### src/rtl/stopwatch_if.sv
// Command and display bundle between the push-button logic and the stopwatch
// controller; master drives commands, slave returns the count and status.
interface stopwatch_if;
  logic        start;
  logic        stop;
  logic        lap;
  logic        clear;
  logic [15:0] bcd;
  logic [15:0] disp;
  logic [3:0]  dig_en;
  logic        running;
  logic        ovf;

  modport master (
    output start, stop, lap, clear,
    input  bcd, disp, dig_en, running, ovf
  );

  modport slave (
    input  start, stop, lap, clear,
    output bcd, disp, dig_en, running, ovf
  );
endinterface

### src/rtl/stopwatch_ctrl.sv
// Run/pause/lap stopwatch: prescaled tick drives a four-digit BCD decade chain,
// with a lap snapshot for the display and a sticky wrap flag.
module stopwatch_ctrl #(
  parameter int TICK_DIV = 10
) (
  input  logic        clk,
  input  logic        rst,
  stopwatch_if.slave  bus
);

  typedef enum logic [1:0] {
    S_IDLE  = 2'd0,
    S_RUN   = 2'd1,
    S_PAUSE = 2'd2,
    S_LAP   = 2'd3
  } state_t;

  state_t      r_state;
  state_t      w_next_state;
  logic [15:0] r_presc;
  logic [15:0] r_bcd;
  logic [15:0] r_snap;
  logic        r_ovf;
  logic        w_cnt_en;
  logic        w_tick;
  logic        w_capture;
  logic [3:0]  w_dig_en;

  assign w_cnt_en = (r_state == S_RUN) || (r_state == S_LAP);
  assign w_tick   = w_cnt_en && (r_presc == 16'(TICK_DIV - 1));

  // Command decode; clear outranks stop, stop outranks lap, lap outranks start.
  always_comb begin
    w_next_state = r_state;
    w_capture    = 1'b0;
    if (bus.clear) begin
      w_next_state = S_IDLE;
    end else begin
      unique case (r_state)
        S_IDLE:  if (bus.start) w_next_state = S_RUN;
        S_RUN: begin
          if (bus.stop) begin
            w_next_state = S_PAUSE;
          end else if (bus.lap) begin
            w_next_state = S_LAP;
            w_capture    = 1'b1;
          end
        end
        S_LAP: begin
          if (bus.stop)     w_next_state = S_PAUSE;
          else if (bus.lap) w_next_state = S_RUN;
        end
        S_PAUSE: if (bus.start) w_next_state = S_RUN;
        default: w_next_state = S_IDLE;
      endcase
    end
  end

  always_comb begin
    logic carry;
    carry = w_tick;
    for (int k = 0; k < 4; k++) begin
      w_dig_en[k] = carry;
      carry       = carry && (r_bcd[4*k +: 4] == 4'd9);
    end
  end

  always_ff @(posedge clk) begin
    if (rst) begin
      r_state <= S_IDLE;
      r_presc <= '0;
      r_bcd   <= '0;
      r_snap  <= '0;
      r_ovf   <= 1'b0;
    end else begin
      r_state <= w_next_state;
      if (bus.clear) begin
        r_presc <= '0;
        r_bcd   <= '0;
        r_snap  <= '0;
        r_ovf   <= 1'b0;
      end else begin
        if (w_cnt_en) r_presc <= w_tick ? 16'd0 : r_presc + 16'd1;
        for (int k = 0; k < 4; k++) begin
          if (w_dig_en[k])
            r_bcd[4*k +: 4] <= (r_bcd[4*k +: 4] == 4'd9) ? 4'd0 : r_bcd[4*k +: 4] + 4'd1;
        end
        if (w_dig_en[3] && (r_bcd[15:12] == 4'd9)) r_ovf <= 1'b1;
        if (w_capture) r_snap <= r_bcd;
      end
    end
  end

  assign bus.bcd     = r_bcd;
  assign bus.disp    = (r_state == S_LAP) ? r_snap : r_bcd;
  assign bus.dig_en  = w_dig_en;
  assign bus.running = w_cnt_en;
  assign bus.ovf     = r_ovf;

endmodule
### src/flat_wrapper.sv
// flat-port wrapper written by rule: the top's interface ports become plain ports
module stopwatch_ctrl_flat 
#(
  parameter int TICK_DIV = 10
)
  (clk, rst, bus_start, bus_stop, bus_lap, bus_clear, bus_bcd, bus_disp, bus_dig_en, bus_running, bus_ovf);
  stopwatch_if bus_i ();
  input  logic clk;
  input  logic rst;
  input wire logic [$bits(bus_i.start)-1:0] bus_start;
  input wire logic [$bits(bus_i.stop)-1:0] bus_stop;
  input wire logic [$bits(bus_i.lap)-1:0] bus_lap;
  input wire logic [$bits(bus_i.clear)-1:0] bus_clear;
  output wire logic [$bits(bus_i.bcd)-1:0] bus_bcd;
  output wire logic [$bits(bus_i.disp)-1:0] bus_disp;
  output wire logic [$bits(bus_i.dig_en)-1:0] bus_dig_en;
  output wire logic [$bits(bus_i.running)-1:0] bus_running;
  output wire logic [$bits(bus_i.ovf)-1:0] bus_ovf;
  assign bus_i.start = bus_start;
  assign bus_i.stop = bus_stop;
  assign bus_i.lap = bus_lap;
  assign bus_i.clear = bus_clear;
  assign bus_bcd = bus_i.bcd;
  assign bus_disp = bus_i.disp;
  assign bus_dig_en = bus_i.dig_en;
  assign bus_running = bus_i.running;
  assign bus_ovf = bus_i.ovf;
  stopwatch_ctrl #(.TICK_DIV(TICK_DIV)) u_core (.clk(clk), .rst(rst), .bus(bus_i));
endmodule
### config.mk
export PLATFORM = sky130hd
export DESIGN_NAME = stopwatch_ctrl_flat
export DESIGN_NICKNAME = d
export VERILOG_FILES = /design/src/rtl/stopwatch_if.sv /design/src/rtl/stopwatch_ctrl.sv /design/src/flat_wrapper.sv
export SDC_FILE = /design/constraint.sdc
export NUM_CORES = 1
export LEC_CHECK = 0
export BUFFER_PORTS_ARGS = -buffer_cell sky130_fd_sc_hd__buf_2
export CAP_MARGIN = 20
export CORE_ASPECT_RATIO = 1.25
export CORE_MARGIN = 2
export CORE_UTILIZATION = 45
export DETAILED_ROUTE_END_ITERATION = 7
export PLACE_DENSITY = 0.69
export REMOVE_ABC_BUFFERS = 1
export SETUP_SLACK_MARGIN = 0.05
export SYNTH_ARGS = -nofsm -noshare
export SYNTH_HDL_FRONTEND = slang
export SYNTH_SLANG_ARGS = --single-unit
### constraint.sdc
create_clock -name clk -period 3.02 [get_ports clk]
set_input_delay 0.151 -clock clk [delete_from_list [all_inputs] [get_ports clk]]
set_output_delay 0.151 -clock clk [all_outputs]
set_load 0.05 [all_outputs]
==> results.toml <==
[detailed_routing]
ant_nets = 0
routedWlPerCell_um = 13.6
vias = 2177
viasPerCell = 5.63
drcViolationCount = 0
drt-initial-drc-count = 75
dr.pass1.iters = 5
finalWirelength_um = 5270

[layout]
fin_cells = 387
antenna_cells = 0
nFillCells = 536
syn_to_final_growth_pct = 14.4
nets = 330
drive_gt1_share_pct = 25.1
post-route-cell-area_um2 = 2960

[floorplanning]
core.rowCount = 30
die-area_um2 = 6380
core_um2 = 5480
initial_utilization_pct = 47.2
io_pins = 44
fp.dieH_um = 88.8
die_x_um = 71.8

[yosys]
ys_seq_area_share_pct = 39.5
async_flop_share_pct = 0
synth_flop_cell = "dfxtp_1"
yosysTopAreaCell = "dfxtp_1"
synth-edff-count = 0
syn_avg_cell_area_um2 = 8.95
ys_ff_latch = 51
yosysWarnings = 0
netlist_instances = 289
yosysMostFrequentCell = "dfxtp_1"
synth_common_cells = "dfxtp_1 (51), nor2_1 (36), a21oi_1 (17), mux2_2 (16), mux2i_1 (16)"
syn_area_um2 = 2590
synth_top_area_share_pct = 39.5
synth.distinct_cells = 44
yosys-top-cells-area = "dfxtp_1 (39%), mux2_2 (7.0%), mux2i_1 (6.2%)"

[clock_network]
postCtsSetupRepairBufs = 0
cts.clk_slew.worst_paths_ns = 0.09
insertion_delay_ns = 0.31
cts_buffers = 5
postCtsHoldBufs = 0
cts_root_buf = "clkbuf_8"
h-tree-depth = 2
cts.sinks = 51
cts_tree = "yes"
ctsLongestPathBuffers = 2
cts_resized = 0

[global_routing]
grt_max_degree = 39
grt-ovfl-total = 0
grt_pass1_wl_um = 8880
antenna_found_initial = 0
grt_pass1_vias = 1978
grtUsageTotal_pct = 17.5

[critical_path]
cp_slowest_cell = "dfxtp_1"
start_kind = "register"
cp.arrival_ns = 2.22
worstPathMaxFanout = 20
crit_chain = "ha_1, nor4b_4, nand4_1, buf_4, inv_1, and3_1, buf_2"
cp-end-kind = "output port"
slowest_delay_ns = 0.39
required_ns = 2.87
crit_type = "reg -> out"

[timing]
finalClockSkew_ns = 0.0129
setup_viol = 0
grt_setup_unrepaired = "false"
worst_pin_slew_ns = 0.781
period_share_pct = 78.5
hold_viol = 0
drv_slew = 0
slew_headroom_pct = 47.8
tns_ns = 0
layout_min_cycle_time_ns = 2.37
fin_ws_ns = 0.649
fmax_ghz = 0.422

[placement]
dp.cells = 379
place.gp.congestion = 0.837
post_dp_cell_area_um2 = 2820
post-place-ws_ns = 0.965
dp.final_hpwl_um = 3630
port-buffer-count = 43

[flow_run]
max_cap_violations = 0

[power]
leakage_nw = 1.10
p_per_area_nw_per_um2 = 426
irDropWorstVdd_v = 0.000248

[outcome]
outcome = "finished, final reports clean"

[worst_hold_path]
hp-class = "in -> reg"
==> state kept, by name, indices dropped and copies added, names as in the netlist <==
| register | count |
|---|---|
| u_core.bus.bcd | 16 |
| u_core.bus.ovf | 1 |
| u_core.r_presc | 16 |
| u_core.r_snap | 16 |
| u_core.r_state | 2 |
==> cells in the final DEF, fill, tap and decap left out, types with 2 or more instances in the layout <==
cell type	synthesis	layout
dfxtp_1	51	51
buf_2	7	43
nor2_1	36	36
a21oi_1	17	17
mux2_2	16	16
mux2i_1	16	16
nand4_1	14	14
o21ai_0	12	12
nand2_1	9	9
inv_1	8	8
or4_1	8	8
xnor2_1	7	7
nor2b_1	7	7
nand2b_1	6	6
xor2_1	5	5
a31oi_1	5	5
o31ai_1	5	5
clkbuf_8	0	5
and3_1	4	4
and4_1	4	4
nand3_1	4	4
and2_1	3	3
or3_1	3	3
nor3_1	3	3
buf_4	1	3
and4bb_2	2	2
nor4_2	2	2
nor3b_2	1	2
o21a_1	2	2
o41ai_1	2	2
nand4b_1	2	2
ha_1	2	2
bufinv_16	0	2
==> worst max-delay path, delay by kind of cell (launching register included) <==
| family | cells | cell delay [ns] |
|---|---|---|
| AND/OR/NAND/NOR | 3 | 0.55 |
| buffers and inverters | 3 | 0.80 |
| adder cells (fa/ha/maj) | 1 | 0.17 |
| flip-flops | 1 | 0.39 |
==> final timing paths <==
kind	start	slack, ns	depth (start not counted)	end
setup / recovery	u_core.r_presc[0]	0.65	7	bus_dig_en[3]
hold / removal	bus_start	0.13	3	u_core.r_state[0]
setup reg to reg	u_core.r_presc[0]	1.19	6	u_core.bus.bcd[3]
hold reg to reg	u_core.bus.ovf	0.48	2	u_core.bus.ovf
==> power breakdown <==
group | switching, W | leakage, nW | internal [W]
combinational | 0.0000192 | 0.629 | 0.00000950
clock | 0.000228 | 0.0644 | 0.000330
sequential | 0.000000911 | 0.411 | 0.000673
==> cells by family after synthesis <==
| kind of cell | Yosys count | share of synthesized area [%] |
|---|---|---|
| flops | 51 | 39.5 |
| mux | 32 | 13.2 |
| simple gates | 116 | 26.7 |
| xor+xnor | 12 | 4.06 |
| fa+ha+maj | 2 | 0.967 |
| buf+inv | 29 | 4.69 |
| compound gates | 47 | 10.9 |
==> routing by layer <==
layer	share of wire (%)	routed length (um)	track usage [%]	up-vias
li1	-	-	-	1101
met1	43	2280	19.9	1035
met2	51	2720	31.9	35
met3	3.9	205	3.64	6
met4	1.4	72	6.69	0
met5	0	0	0	-
==> metrics by stage <==
stage / hold WS [ns] / util [%] / total power (W)
CTS: 0.128 / 54.0 / 0.00127
finish: 0.133 / 54.0 / 0.00126
detailed placement: 0.455 / 51.5 / 0.000719
global placement: 0.450 / 51.5 / 0.000719
global route: 0.160 / 54.0 / 0.00130
floorplan: 0.329 / - / 0.000708
==> area by class of cell <==
cell class / count / area, um^2 / area share [%]
well taps: 64 / 80.1 / 2.71
clock buffers: 5 / 68.8 / 2.33
flip-flops and latches: 51 / 1020 / 34.5
clock inverters: 3 / 67.6 / 2.28
repair buffers: 46 / 238 / 8.03
multi-input cells: 209 / 1450 / 49.0
inverters: 9 / 33.8 / 1.14
(Power assumes the default switching activity.)
